<file path="src/rtl/gcd_host_sequencer.sv">
// gcd_host_sequencer: drives a bit-level GCD processor through its load protocol
// (reset pulse, then X and Y each presented on proc_data_in and strobed with an
// active-low proc_enter), waits for proc_halt and returns {x, y, gcd} to the host.
//
// Latency: the handshake edge N puts proc_reset low for cycle N+1. With default
// parameters proc_enter is low in cycles N+3 (X) and N+6 (Y), and WAIT_HALT starts
// in cycle N+8. res_valid rises on the edge after the first sampled proc_halt.
// Backpressure: one transaction in flight. in_ready is high only in IDLE. A result
// is held in RESULT until res_ready, and the pair offered during RESULT is not taken.
//
// Ports:
//   clock, reset                  single clock, asynchronous active-low reset
//   in_valid/in_ready, in_x/in_y  operand pair handshake
//   proc_reset, proc_enter        active-low controls to the processor
//   proc_data_in                  operand bus to the processor
//   proc_data_out, proc_halt      processor result and done flag
//   res_valid/res_ready           result handshake
//   res_x, res_y, res_gcd         echoed operands and captured GCD
//   res_timeout                   watchdog fired (only with GCD_HOST_TIMEOUT_EN)
//   busy                          high in every state except IDLE
//
// Optional feature: define GCD_HOST_TIMEOUT_EN to add a WAIT_HALT watchdog of
// TIMEOUT_CYCLES cycles. On expiry the block reports res_gcd=0 and res_timeout=1.
// Without the macro, WAIT_HALT waits forever and the res_timeout port is absent.
//
// Every output comes straight from a flop. Its next value is decoded from the
// next state, so outputs change on the same edge as the state they belong to.
module gcd_host_sequencer #(
  parameter int RST_CYCLES       = 1,
  parameter int SETUP_CYCLES     = 1,
  parameter int ENTER_LOW_CYCLES = 1,
  parameter int TIMEOUT_CYCLES   = 255
) (
  input  logic       clock,
  input  logic       reset,
  input  logic       in_valid,
  output logic       in_ready,
  input  logic [7:0] in_x,
  input  logic [7:0] in_y,
  output logic       proc_reset,
  output logic       proc_enter,
  output logic [7:0] proc_data_in,
  input  logic [7:0] proc_data_out,
  input  logic       proc_halt,
  output logic       res_valid,
  input  logic       res_ready,
  output logic [7:0] res_x,
  output logic [7:0] res_y,
  output logic [7:0] res_gcd,
`ifdef GCD_HOST_TIMEOUT_EN
  output logic       res_timeout,
`endif
  output logic       busy
);

  // One shared dwell counter serves all timed states, and the watchdog when it is
  // built. Its width is set by the longest dwell.
  localparam int MAX_RS = (RST_CYCLES > SETUP_CYCLES) ? RST_CYCLES : SETUP_CYCLES;
  localparam int MAX_RE = (MAX_RS > ENTER_LOW_CYCLES) ? MAX_RS : ENTER_LOW_CYCLES;
  localparam int MAX_C  = (MAX_RE > TIMEOUT_CYCLES) ? MAX_RE : TIMEOUT_CYCLES;
  localparam int CW     = (MAX_C < 2) ? 1 : $clog2(MAX_C + 1);

  localparam logic [CW-1:0] RST_LAST   = CW'(RST_CYCLES - 1);
  localparam logic [CW-1:0] SETUP_LAST = CW'(SETUP_CYCLES - 1);
  localparam logic [CW-1:0] ENTER_LAST = CW'(ENTER_LOW_CYCLES - 1);
`ifdef GCD_HOST_TIMEOUT_EN
  localparam logic [CW-1:0] TO_LAST    = CW'(TIMEOUT_CYCLES - 1);
`endif

  typedef enum logic [3:0] {
    S_IDLE,
    S_PRST,
    S_XSETUP,
    S_XPULSE,
    S_XHOLD,
    S_YSETUP,
    S_YPULSE,
    S_YHOLD,
    S_WAIT_HALT,
    S_RESULT
  } state_t;

  state_t        state_q, state_d;
  logic [CW-1:0] cnt_q, cnt_d;
  logic [7:0]    x_q, y_q;
  logic          accept, capture, timeout_hit;

  logic          in_ready_q, in_ready_d;
  logic          proc_reset_q, proc_reset_d;
  logic          proc_enter_q, proc_enter_d;
  logic [7:0]    proc_data_q, proc_data_d;
  logic          res_valid_q, res_valid_d;
  logic [7:0]    res_x_q, res_y_q, res_gcd_q;
  logic          busy_q, busy_d;
`ifdef GCD_HOST_TIMEOUT_EN
  logic          res_timeout_q;
`endif

  // ---------------------------------------------------------------------------
  // Next-state logic
  // ---------------------------------------------------------------------------
  always_comb begin
    state_d     = state_q;
    cnt_d       = cnt_q + CW'(1);
    accept      = 1'b0;
    capture     = 1'b0;
    timeout_hit = 1'b0;

    case (state_q)
      S_IDLE: begin
        // in_ready_q stays low for the first cycle after reset, so an offer in
        // that cycle waits one more cycle.
        if (in_valid && in_ready_q) begin
          accept  = 1'b1;
          state_d = S_PRST;
        end
      end
      S_PRST:   if (cnt_q == RST_LAST)   state_d = S_XSETUP;
      S_XSETUP: if (cnt_q == SETUP_LAST) state_d = S_XPULSE;
      S_XPULSE: if (cnt_q == ENTER_LAST) state_d = S_XHOLD;
      S_XHOLD:                           state_d = S_YSETUP;
      S_YSETUP: if (cnt_q == SETUP_LAST) state_d = S_YPULSE;
      S_YPULSE: if (cnt_q == ENTER_LAST) state_d = S_YHOLD;
      S_YHOLD:                           state_d = S_WAIT_HALT;
      S_WAIT_HALT: begin
        // proc_halt is looked at only here. A halt raised earlier, for example a
        // stale one from the previous run, has no effect.
        if (proc_halt) begin
          capture = 1'b1;
          state_d = S_RESULT;
        end
`ifdef GCD_HOST_TIMEOUT_EN
        else if (cnt_q == TO_LAST) begin
          timeout_hit = 1'b1;
          state_d     = S_RESULT;
        end
`endif
      end
      S_RESULT: if (res_valid_q && res_ready) state_d = S_IDLE;
      default:  state_d = S_IDLE;
    endcase

    // Each state's dwell count starts from zero on entry.
    if (state_d != state_q) cnt_d = '0;
  end

  // ---------------------------------------------------------------------------
  // Registered outputs, decoded from the next state
  // ---------------------------------------------------------------------------
  always_comb begin
    in_ready_d   = (state_d == S_IDLE);
    busy_d       = (state_d != S_IDLE);
    res_valid_d  = (state_d == S_RESULT);
    proc_reset_d = (state_d != S_PRST);
    proc_enter_d = !((state_d == S_XPULSE) || (state_d == S_YPULSE));

    // X is on the bus from XSETUP through XHOLD. Y is on the bus from YSETUP and
    // stays there until the next X phase, so the processor input never glitches
    // between transactions.
    proc_data_d = proc_data_q;
    case (state_d)
      S_XSETUP, S_XPULSE, S_XHOLD: proc_data_d = x_q;
      S_YSETUP, S_YPULSE, S_YHOLD: proc_data_d = y_q;
      default:                     proc_data_d = proc_data_q;
    endcase
  end

  // ---------------------------------------------------------------------------
  // State and datapath registers
  // ---------------------------------------------------------------------------
  always_ff @(posedge clock or negedge reset) begin
    if (!reset) begin
      state_q      <= S_IDLE;
      cnt_q        <= '0;
      x_q          <= '0;
      y_q          <= '0;
      in_ready_q   <= 1'b0;
      proc_reset_q <= 1'b0;
      proc_enter_q <= 1'b1;
      proc_data_q  <= '0;
      res_valid_q  <= 1'b0;
      res_x_q      <= '0;
      res_y_q      <= '0;
      res_gcd_q    <= '0;
      busy_q       <= 1'b0;
    end else begin
      state_q      <= state_d;
      cnt_q        <= cnt_d;
      in_ready_q   <= in_ready_d;
      proc_reset_q <= proc_reset_d;
      proc_enter_q <= proc_enter_d;
      proc_data_q  <= proc_data_d;
      res_valid_q  <= res_valid_d;
      busy_q       <= busy_d;
      if (accept) begin
        x_q <= in_x;
        y_q <= in_y;
      end
      if (capture || timeout_hit) begin
        res_x_q   <= x_q;
        res_y_q   <= y_q;
        res_gcd_q <= capture ? proc_data_out : 8'h00;
      end
    end
  end

`ifdef GCD_HOST_TIMEOUT_EN
  // The flag stays visible after the result is consumed and clears on the next accept.
  always_ff @(posedge clock or negedge reset) begin
    if (!reset) begin
      res_timeout_q <= 1'b0;
    end else if (accept) begin
      res_timeout_q <= 1'b0;
    end else if (timeout_hit) begin
      res_timeout_q <= 1'b1;
    end
  end

  assign res_timeout = res_timeout_q;
`endif

  assign in_ready     = in_ready_q;
  assign proc_reset   = proc_reset_q;
  assign proc_enter   = proc_enter_q;
  assign proc_data_in = proc_data_q;
  assign res_valid    = res_valid_q;
  assign res_x        = res_x_q;
  assign res_y        = res_y_q;
  assign res_gcd      = res_gcd_q;
  assign busy         = busy_q;

endmodule
</file>
<file path="config.mk">
export PLATFORM = sky130hd
export DESIGN_NAME = gcd_host_sequencer
export DESIGN_NICKNAME = d
export VERILOG_FILES = /design/src/rtl/gcd_host_sequencer.sv
export SDC_FILE = /design/constraint.sdc
export NUM_CORES = 1
export LEC_CHECK = 0
export ABC_AREA = 0
export BUFFER_PORTS_ARGS = -buffer_cell sky130_fd_sc_hd__buf_2
export CAP_MARGIN = 20
export CORE_MARGIN = 2
export CORE_UTILIZATION = 40
export DETAILED_ROUTE_END_ITERATION = 7
export GPL_ROUTABILITY_DRIVEN = 0
export SLEW_MARGIN = 25
export SYNTH_ARGS = -nofsm -noshare
export SYNTH_HDL_FRONTEND = slang
export SYNTH_SLANG_ARGS = --single-unit
</file>
<file path="constraint.sdc">
create_clock -name clock -period 4.9 [get_ports clock]
set_input_delay 0.49 -clock clock [delete_from_list [all_inputs] [get_ports clock]]
set_output_delay 0.49 -clock clock [all_outputs]
set_load 0.02 [all_outputs]
</file>
* Word level (Yosys, flattened, before mapping)
Index checks and enable logic that the tools add are counted. Widths: inputs -> output; s select.
Word-level totals: bits in registers 65
Operators by class: reductions and logical operators 11, muxes and demuxes 15, eq/ne operators 18, add/sub/neg operators 1
Operators with widths (number):
- $pmux 4 s10 | 1
- $eq 4x3->1 const B | 8
- $mux 4 | 8
- $eq 4x2->1 const B | 4
- $pmux 8 s2 | 1
- $eq 4x4->1 const B | 3
- $add 8x1->8 const B | 1
- $logic_not 4->1 | 2
- $logic_not 8->1 | 1
- $mux 8 | 1
- $reduce_or 3->1 | 2
- $eq 4x1->1 const B | 1
- $mux 1 | 4
- $ne 4x1->1 const B | 1
- $ne 4x4->1 | 1
- $reduce_bool 4->1 | 1
- $logic_and 1x1->1 | 2
- $reduce_bool 2->1 | 1
- $logic_not 1->1 | 1
- $logic_or 1x1->1 | 1

* Depth between registers and ports, before layout
Gate-level depths: netlist of run 1.
word-level depth 6, mapped depth 8

* Worst setup path before layout of run 1
OpenSTA, ideal clock, no wires.
path kind flip-flop to flip-flop, start register cnt_q[0], end register proc_data_q[6] (netlist: proc_data_in[6]), library setup time 0.073 ns, stages on the path, launching flop included 9, setup slack 3.132 ns, data arrival time 1.695 ns, buffers on the path 1, cells stage by stage dfrtp_1 inv_1 ha_1 nor3b_2 nand3_2 a221oi_4 buf_6 nor2_1 a21oi_2
Between the ends: longest elaborated chain between the ends 6
RTL lines:
- start, declared | line 84 | logic [CW-1:0] cnt_q, cnt_d;
- start signal, assigned | line 188 | cnt_q <= cnt_d;
- $logic_not 8->1 *
- $mux 4, on equally long branches
- $pmux 4 s10 * | line 109 | case (state_q)
- $eq 4x3->1 / $eq 4x2->1 (equally long branches) | line 161 | case (state_d)
- $reduce_or 3->1 | line 161
- $pmux 8 s2 / $reduce_bool 2->1 (equally long branches)
- end signal, assigned | line 192 | proc_data_q <= proc_data_d;
- end, declared | line 91 | logic [7:0] proc_data_q, proc_data_d;
Every way passes the cells marked *; elsewhere a longest branch is shown, timed or not. A chain may end at the register's enable or synchronous reset.

* Final worst setup path of run 1
start register cnt_q[0], end register in_ready_q (netlist: in_ready)
Between the ends: longest elaborated chain between the ends 4
RTL lines:
- $logic_not 8->1 *
- $mux 4, on equally long branches
- $pmux 4 s10 * | line 109
- $logic_not 4->1 * | line 151 | in_ready_d = (state_d == S_IDLE);
- net in_ready_d | line 88 | logic in_ready_q, in_ready_d;
- end signal, assigned | line 189 | in_ready_q <= in_ready_d;
- end, declared | line 88
Mark *: on every way through the listed nets, which the timed path passes. The rest lies on a longest branch.

==> run summary, run 1 <==
Seq. cell area -> 1628 µm²
max incr delay on CP -> 0.69 ns
unrepaired setup endpoints after global routing -> false
mean routed wirelength per cell -> 14.21 µm
Synth-to-Final Area Change -> 23.13%
FMAX -> 0.4400 GHz
final hold slack -> 0.3188 ns
area leader, netlist -> dfrtp_1
Synth Cell Area -> 2796 µm²
CORE AREA -> 6794 µm²
largest net degree at the start of global routing -> 66
vias in the first global route -> 1,854
Power Density -> 683.7 nW/µm²
Period minus WS final -> 2.273 ns
first-pass GRT wire length -> 9190 µm
clk root buf -> clkbuf_8
fin nets -> 311
Initial DRC Count -> 78
initial antenna violation count -> 0
design area -> 3443 µm²
worst skew pair latency -> 0.33 ns
Congestion Overflow GR -> 0
router iterations before antenna repair -> 3
gr usage total -> 0.1579
clock skew -> 0.006633 ns
critical path data arrival time -> 2.51 ns
post-route worst setup slack -> 2.627 ns
die width -> 87.61 µm
endpoints failing setup -> 0
Max-slew headroom -> 0.4304
total power -> 2.354 mW
Reg clk slew, reported paths -> 0.07 ns
crit path kind -> flip-flop to flip-flop
# IOs -> 66
CTS tree -> done
Filler cells -> 621
Vias/cell -> 4.885
CP cell instances -> inv_1, ha_1, nor3b_2, nand3_2, a221oi_4, or3_4, inv_2
Num CTS Buffers -> 9
total number of vias -> 1,861
hold_buf cts -> 0
DP Worst Slack -> 2.661 ns
share of cells above drive strength 1 -> 0.4772
Sink Count -> 65
status -> complete, no violations
mean post-synth cell area -> 13.19 µm²
DRT Wirelength -> 5414 µm
syn nets -> 243
Cells after Synth -> 212
startpoint types -> flip-flop
Worst Max-Slew Pin Slew -> 0.8544 ns
H-tree depth -> 3
Die ar. -> 7676 µm²
fraction of registers with async set/reset -> 1.000
Cell variety after synth -> 42
row count -> 30
post-CTS setup buffer count -> 0
P_leak -> 1.711 nW
Worst VDD drop -> 0.0002728 V
post-CTS sizing -> 0
Post-DRT Antenna Nets -> 0
Slowest-stage cell, CP -> a221oi_4
Seq/Total Area, Yosys -> 0.5821
starting density of the core -> 0.4116
data required time at the worst endpoint -> 5.13 ns
Synth area leaders -> dfrtp_1 (57%), mux2_2 (16%), mux2i_1 (2.9%)
HPWL after DPL -> 3612 µm
number of diodes -> 0
worst hold path class -> input port to async pin
IO Port Bufs -> 65
#FFs+latches synth -> 65
dpl cell area -> 3201 µm²
MaxCap Viol Count -> 0
setup TNS -> 0 ns
fin crit share -> 0.4638
Multi-input gate area -> 1094 µm²
main flop type after synthesis -> dfrtp_1
DRC -> 0
Post-synth EDFFs -> 0
Critical Path Fanout Max -> 17
Final Max Slew Viols -> 0
final hold vios -> 0
clock buffer depth -> 2
YS warnings -> 0
area fraction of the dominant cell type after synthesis -> 0.5727
crit end category -> flip-flop
DIE HEIGHT -> 87.61 µm
## cell families after synthesis
| group | share of synthesized area |
|---|---|
| buffers and inverters | 0.02774 |
| adder cells (fa/ha/maj) | 0.008947 |
| AO/OA/AOI/OAI | 0.06085 |
| XOR/XNOR | 0.02192 |
| flip-flops | 0.5821 |
| multiplexers | 0.1897 |
| AND/OR/NAND/NOR | 0.1087 |
## synthesized netlist by cell type (all sizes together) (3+ instances only)
library cell,n
dfrtp,64
mux2,40
nor2,18
a21oi,12
buf,9
mux2i,8
inv,7
nand2,7
nand3,6
and3,4
o21ai,4
xnor2,4
a31oi,3
nor3b,3
xor2,3
## power by group
group	leakage [nW]	total, mW	internal (mW)	switching [mW]
clock	0.115	0.544	0.338	0.207
sequential	0.818	0.918	0.751	0.167
combinational	0.777	0.892	0.393	0.499
total	1.71	2.35	1.48	0.872
## worst paths after layout
path | from | endpoint | slack, ns | cells past startpoint
min in group clock | proc_data_out[5] | res_gcd[5]$_DFFE_PN0P_ | 0.38 | 2
min reg2reg | res_gcd[1]$_DFFE_PN0P_ | res_gcd[1]$_DFFE_PN0P_ | 0.50 | 1
max in group asynchronous | reset | proc_data_in[4]$_DFFE_PN0P_ | 4.03 | 2
max | cnt_q[0]$_DFF_PN0_ | in_ready$_DFF_PN0_ | 2.63 | 7
min | reset | res_x[0]$_DFFE_PN0P_ | 0.32 | 2
max reg2reg | cnt_q[0]$_DFF_PN0_ | in_ready$_DFF_PN0_ | 2.63 | 7
## flip-flops by register name (all words and copies together) (netlist names)
register,count
proc_data_in,8
cnt_q,8
in_ready,1
res_valid,1
y_q,8
proc_reset,1
busy,1
state_q,4
proc_enter,1
res_gcd,8
x_q,8
res_x,8
res_y,8
## per-stage QoR
| stage | cells | util |
|---|---|---|
| 2_1_floorplan | 212 | - |
| 3_3_place_gp | 365 | 0.4707 |
| 3_5_place_dp | 365 | 0.4711 |
| 4_1_cts | 381 | 0.5068 |
| 5_1_grt | 381 | 0.5068 |
| 6_report | 381 | 0.5068 |
## worst max-delay path: cells and delay by family (launching register included)
family          cells  cell delay, ns
compound gates      1            0.69
fa+ha+maj           1            0.14
buf+inv             2            0.10
flops               1            0.43
simple gates        3            0.80
## placed cells by master (no fill, tap or decap), drive strengths merged, types with 4 or more instances in the layout
cell,Yosys,routed
inv,7,7
and3,4,4
buf,9,66
mux2,40,40
clkbuf,0,9
xnor2,4,4
a21oi,12,12
dfrtp,64,64
nand3,6,6
nand2,7,7
nor2,18,18
mux2i,8,8
o21ai,4,4
## metal layers
layer / share of wire / wire length [µm] / track usage / vias up
met5: 0 / 0 / 0 / -
met4: 0.019 / 104 / 0.07552 / 0
met3: 0.053 / 286 / 0.04807 / 12
met2: 0.47 / 2555 / 0.2390 / 39
li1: - / - / - / 881
met1: 0.46 / 2468 / 0.2078 / 929
## cell type report
cell class / count / area share
Sequential cell: 65 / 0.4727
Multi-Input combinational cell: 131 / 0.3176
Timing Repair Buffer: 66 / 0.09666
Clock buffer: 9 / 0.03597
Tap cell: 96 / 0.03488
Clock inverter: 7 / 0.03452
Inverter: 7 / 0.007631
Note: power is estimated with default switching activity, not from simulation.
==> run 2: changes to the inputs <==
==> constraint.sdc (replaced) <==
create_clock -name clock -period 2 [get_ports clock]
set_input_delay 0.2 -clock clock [delete_from_list [all_inputs] [get_ports clock]]
set_output_delay 0.2 -clock clock [all_outputs]
set_load 0.02 [all_outputs]
==> run 2 against run 1 <==
Against the previous run: routed wire length shrank 0.13%; sequential share of layout area shrank 1.6 points; fmax grew 21%; critical path type unchanged; largest power group is now combinational logic; highest routed layer unchanged.
==> run summary, run 2 (synthesis results as in run 1) <==
status -> complete, no violations
total number of vias -> 1,890 (+1.6%)
DIE HEIGHT -> 87.61 µm (unchanged)
HPWL after DPL -> 3751 µm (+3.8%)
CTS tree -> done
vias in the first global route -> 1,816 (-2.0%)
data required time at the worst endpoint -> 2.20 ns (-2.93 ns)
worst skew pair latency -> 0.33 ns (about the same)
internal power -> 3.814 mW (+160%)
worst hold path class -> input port to flip-flop
R2R Path Start -> cnt_q[0]$_DFF_PN0_
mean routed wirelength per cell -> 13.79 µm (-2.9%)
share of cells above drive strength 1 -> 0.4899 (+0.01267)
commonest non-fill, non-tap cell in the layout -> buf_2
switching power -> 2.183 mW (+150%)
Power Density -> 1683 nW/µm² (+150%)
startpoint types -> flip-flop
crit path kind -> flip-flop to flip-flop
Final Max Slew Viols -> 0 (unchanged)
DRT Wirelength -> 5407 µm (-0.13%)
Comb power frac -> 0.405 (+0.026)
fin cells -> 392 (+2.9%)
Worst VDD drop -> 0.0006384 V (+130%)
Reg clk slew, reported paths -> 0.07 ns (about the same)
die width -> 87.61 µm (unchanged)
setup TNS -> 0 ns (unchanged)
MaxCap Viol Count -> 0 (unchanged)
DRC -> 0 (unchanged)
Filler cells -> 630 (+1.4%)
commonest non-fill, non-tap cells in the layout -> buf_2 (65), dfrtp_1 (64), mux2_2 (40)
reg-to-reg setup timing slack -> 0.12 ns (-2.50 ns)
Num CTS Buffers -> 9 (unchanged)
FMAX -> 0.5331 GHz (+21%)
Critical R2R Capture -> busy$_DFF_PN0_
row count -> 30 (unchanged)
Multi-input gate area -> 1100 µm² (+0.57%)
Vias/cell -> 4.821 (-1.3%)
fin crit share -> 0.9379 (+0.4741)
largest net degree at the start of global routing -> 66 (unchanged)
initial antenna violation count -> 0 (unchanged)
Critical Path Stages -> 6 (-1)
critical path startpoint -> cnt_q[0]$_DFF_PN0_
unrepaired setup endpoints after global routing -> false
Worst R2R Path Depth -> 6 (-1)
Worst Max-Slew Pin Slew -> 0.4164 ns (-0.4380 ns)
starting density of the core -> 0.4116 (unchanged)
P_leak -> 1.774 nW (+3.7%)
Die ar. -> 7676 µm² (unchanged)
Sink Count -> 65 (unchanged)
Congestion Overflow GR -> 0 (unchanged)
Sequential Power Share -> 0.372 (-0.018)
Initial DRC Count -> 60 (-23%)
Placed Instances -> 373 (+2.2%)
Sw Share -> 0.3641 (-0.006437)
clock skew -> 0.009399 ns (+0.002766 ns)
max incr delay on CP -> 0.42 ns (-0.27 ns)
# IOs -> 66 (unchanged)
Post-DRT Antenna Nets -> 0 (unchanged)
first-pass GRT wire length -> 8783 µm (-4.4%)
Period minus WS final -> 1.876 ns (-0.3968 ns)
final hold vios -> 0 (unchanged)
Seq. cell area -> 1628 µm² (unchanged)
crit end category -> flip-flop
number of diodes -> 0 (unchanged)
Critical Path Fanout Max -> 6 (-11)
router iterations before antenna repair -> 4 (+1)
CORE AREA -> 6794 µm² (unchanged)
fin nets -> 322 (+3.5%)
clock buffer depth -> 2 (unchanged)
Slowest-stage cell, CP -> dfrtp_1
H-tree depth -> 3 (unchanged)
CP endpoint -> busy$_DFF_PN0_
Bufs and invs on worst path -> 1 (-1)
endpoints failing setup -> 0 (unchanged)
gr usage total -> 0.1511 (-0.006757)
critical path data arrival time -> 2.08 ns (-0.43 ns)
clock share of power -> 0.223 (-0.008)
Max-slew headroom -> 0.7224 (+0.2920)
Synth-to-Final Area Change -> 27.43%
IO Port Bufs -> 65 (unchanged)
clk root buf -> clkbuf_8
CP top delay family -> simple AND/OR/NAND/NOR gates
CP cell instances -> inv_1, ha_1, nor3b_4, a2111oi_0, nand4b_2, or3_4
-- run 2: changes by cell type in the layout (fill, tap and decap cells not counted), sizes merged --
cell	change
buf	+10
clkbuf	+1
clkinv	-1
clkinvlp	-1
dlygate4sd3	+1
inv	+1
-- run 2: worst reg2reg max path: cells and delay by family, from the launching register on --
family	cells	cell delay (ns)
flip-flops	1	0.42
adder cells (fa/ha/maj)	1	0.15
AND/OR/NAND/NOR	3	0.95
buffers and inverters	1	0.08
AO/OA/AOI/OAI	1	0.15
-- run 2: what timing repair did --
action / in CTS / in global routing
endpoints found under the setup margin: 0 / 19
hold buffers: 1 / 0
endpoints found under the hold margin: 64 / 0
gates resized for setup: 0 / 3
setup buffers: 0 / 2
-- run 2: how the worst min path moves through the flow --
stage | startpoint | slack, ns | cells after the start | end
after floorplan | reset | -0.1 | 0 | busy$_DFF_PN0_
after global placement | reset | 0.25 | 2 | res_gcd[6]$_DFFE_PN0P_
after detailed placement | reset | 0.25 | 2 | res_y[2]$_DFFE_PN0P_
after CTS | in_x[5] | 0.08 | 2 | x_q[5]$_DFFE_PN0P_
after global routing | in_y[3] | 0.07 | 2 | y_q[3]$_DFFE_PN0P_
final | proc_data_out[0] | 0.09 | 2 | res_gcd[0]$_DFFE_PN0P_
-- run 2: power by group through the flow --
stage	Clock, mW	Sequential [mW]	Combinational, mW
3_5_place_dp	0	2.25	2.36
5_1_grt	1.44	2.31	2.69
6_report	1.34	2.23	2.43
4_1_cts	1.37	2.23	2.38
3_3_place_gp	0	2.23	2.33
2_1_floorplan	0	2.45	1.44
-- run 2: metal layers --
| layer | track usage | up-vias | share of wire |
|---|---|---|---|
| met5 | 0 | - | 0 |
| met4 | 0.04615 | 0 | 0.011 |
| met3 | 0.05938 | 6 | 0.059 |
| met2 | 0.2238 | 45 | 0.47 |
| met1 | 0.2062 | 932 | 0.46 |
| li1 | - | 907 | - |
-- run 2: cell type report --
class | count | share of cell area
multi-input combinational | 131 | 0.3086
tap | 96 | 0.03371
clock inverter | 6 | 0.03230
sequential | 65 | 0.4568
clock buffer | 10 | 0.03581
timing repair buffer | 77 | 0.1254
inverter | 7 | 0.007374
-- run 2: metrics by stage --
step / setup WS (ns) / cell area [µm²] / hold slack, ns / util / power [mW]
3_5_place_dp: 0.06194 / 3283 / 0.2457 / 0.4832 / 4.610
3_3_place_gp: 0.1387 / 3283 / 0.2479 / 0.4832 / 4.558
2_1_floorplan: 0.2320 / 2796 / -0.09559 / - / 3.889
5_1_grt: 0.002053 / 3563 / 0.06701 / 0.5245 / 6.433
4_1_cts: 0.02218 / 3536 / 0.07991 / 0.5204 / 5.982
6_report: 0.1242 / 3563 / 0.09084 / 0.5245 / 5.997
==> run 3: changes to the inputs <==
--- a/config.mk
+++ b/config.mk
@@ -12,6 +12,8 @@
 export CORE_UTILIZATION = 40
 export DETAILED_ROUTE_END_ITERATION = 7
 export GPL_ROUTABILITY_DRIVEN = 0
+export REMOVE_ABC_BUFFERS = 1
+export SKIP_CTS_REPAIR_TIMING = 1
 export SLEW_MARGIN = 25
 export SYNTH_ARGS = -nofsm -noshare
 export SYNTH_HDL_FRONTEND = slang
==> run 3 against run 2 <==
Against the previous run: clock power shrank 15%; sequential share of layout area grew 0.55 points; critical path depth is the same; combinational power is essentially flat; cell count is the same.
==> run summary, run 3 (synthesis results as in run 1) <==
status -> complete, no violations
CORE AREA -> 6794 µm² (unchanged)
H-tree depth -> 3 (unchanged)
vias in the first global route -> 1,913 (+5.3%)
Hold EP -> res_gcd[0]$_DFFE_PN0P_
Critical R2R Capture -> busy$_DFF_PN0_
Post-DRT Antenna Nets -> 0 (unchanged)
M1 GR Usage -> 0.1977 (-0.008561)
DRC -> 0 (unchanged)
total number of vias -> 1,892 (+0.11%)
CP top delay family -> simple AND/OR/NAND/NOR gates
commonest non-fill, non-tap cell in the layout -> buf_2
data required time at the worst endpoint -> 2.21 ns (about the same)
worst hold stages -> 2 (unchanged)
clk root buf -> clkbuf_8
layer with the highest usage -> met2
crit end category -> flip-flop
Final Max Slew Viols -> 0 (unchanged)
Die ar. -> 7676 µm² (unchanged)
fin crit share -> 0.9031 (-0.03480)
DIE HEIGHT -> 87.61 µm (unchanged)
max incr delay on CP -> 0.42 ns (about the same)
clock buffer depth -> 2 (unchanged)
fin nets -> 322 (unchanged)
Bufs and invs on worst path -> 1 (unchanged)
P_leak -> 1.762 nW (-0.67%)
Initial DRC Count -> 59 (-1.7%)
Num CTS Buffers -> 9 (unchanged)
unrepaired setup endpoints after global routing -> false
Period minus WS final -> 1.806 ns (-0.06959 ns)
Worst Max-Slew Pin Slew -> 0.4011 ns (-0.01524 ns)
met2 usage -> 0.2362 (+0.01240)
Congestion Overflow GR -> 0 (unchanged)
Worst VDD drop -> 0.0006878 V (+7.7%)
router iterations before antenna repair -> 4 (unchanged)
HPWL after DPL -> 3804 µm (+1.4%)
MaxCap Viol Count -> 0 (unchanged)
first-pass GRT wire length -> 9032 µm (+2.8%)
Power Density -> 1646 nW/µm² (-2.2%)
Seq. cell area -> 1628 µm² (unchanged)
Max-slew headroom -> 0.7326 (+0.01016)
starting density of the core -> 0.4116 (unchanged)
# IOs -> 66 (unchanged)
Filler cells -> 631 (+0.16%)
critical path data arrival time -> 2.02 ns (-0.06 ns)
final hold vios -> 0 (unchanged)
Critical Path Fanout Max -> 6 (unchanged)
row count -> 30 (unchanged)
CP cell instances -> inv_1, ha_1, nor3b_4, a2111oi_0, nand4b_2, or3_4
CTS tree -> done
startpoint types -> flip-flop
endpoints failing setup -> 0 (unchanged)
FMAX -> 0.5537 GHz (+3.9%)
crit path kind -> flip-flop to flip-flop
Worst R2R Path Depth -> 6 (unchanged)
Vias/cell -> 4.827 (+0.11%)
Synth-to-Final Area Change -> 25.91%
number of diodes -> 0 (unchanged)
Sink Count -> 65 (unchanged)
commonest non-fill, non-tap cells in the layout -> buf_2 (65), dfrtp_1 (64), mux2_2 (40)
Slowest-stage cell, CP -> dfrtp_1
worst skew pair latency -> 0.34 ns (about the same)
share of cells above drive strength 1 -> 0.4932 (+0.003378)
Reg clk slew, reported paths -> 0.08 ns (about the same)
Hold Startpoint -> proc_data_out[0]
Multi-input gate area -> 1100 µm² (unchanged)
DRT Wirelength -> 5505 µm (+1.8%)
total power -> 5.796 mW (-3.4%)
met3 GRT Util -> 0.04336 (-0.01602)
R2R Path Start -> cnt_q[0]$_DFF_PN0_
worst hold path class -> input port to flip-flop
mean routed wirelength per cell -> 14.04 µm (+1.8%)
gr usage total -> 0.1559 (+0.004829)
reg-to-reg setup timing slack -> 0.19 ns (+0.07 ns)
largest net degree at the start of global routing -> 66 (unchanged)
die width -> 87.61 µm (unchanged)
initial antenna violation count -> 0 (unchanged)
IO Port Bufs -> 65 (unchanged)
setup TNS -> 0 ns (unchanged)
clock skew -> 0.008570 ns (-0.0008286 ns)
Util after Layout -> 0.5182 (-0.006262)
==> run 3: worst max path at each step <==
stage | from | end | depth (start not counted)
floorplan | state_q[0]$_DFF_PN0_ | cnt_q[2]$_DFF_PN0_ | 5
global placement | cnt_q[0]$_DFF_PN0_ | proc_data_in[1]$_DFFE_PN0P_ | 8
detailed placement | cnt_q[0]$_DFF_PN0_ | cnt_q[4]$_DFF_PN0_ | 7
CTS | cnt_q[0]$_DFF_PN0_ | cnt_q[4]$_DFF_PN0_ | 7
global route | cnt_q[0]$_DFF_PN0_ | proc_data_in[1]$_DFFE_PN0P_ | 8
finish | cnt_q[0]$_DFF_PN0_ | busy$_DFF_PN0_ | 6
==> run 3: layout make-up <==
type                    count  share of cell area
repair buffers             77              0.1258
inverters                   7            0.007463
clock buffers              10             0.03909
multi-input cells         131              0.3124
well taps                  96             0.03412
clock inverters             6             0.01883
flip-flops and latches     65              0.4623
==> run 3: stage by stage <==
step / cells / hold WS, ns / worst slack (ns) / area [µm²]
6_report: 392 / 0.08310 / 0.1938 / 3521
5_1_grt: 392 / 0.07642 / 0.01308 / 3521
4_1_cts: 389 / -0.1318 / 0.04242 / 3487
3_5_place_dp: 373 / 0.2426 / 0.05934 / 3283
3_3_place_gp: 373 / 0.2454 / 0.1214 / 3283
2_1_floorplan: 203 / -0.09559 / -0.01133 / 2745
==> run 3: worst register-to-register path, delay by kind of cell, from the launching register on <==
kind            cells  cell delay (ns)
simple gates        3             0.91
flops               1             0.42
fa+ha+maj           1             0.14
compound gates      1             0.14
buf+inv             1             0.07
==> run 3: power by group <==
part	internal, mW	leakage (nW)	switching, mW
combinational	1.13	0.837	1.30
sequential	1.84	0.818	0.378
clock	0.614	0.107	0.530
==> run 3: per-layer routing <==
layer | routed length, µm | part of all wire
met4 | 136 | 0.025
met5 | 0 | 0
met2 | 2541 | 0.46
met1 | 2532 | 0.46
met3 | 296 | 0.054
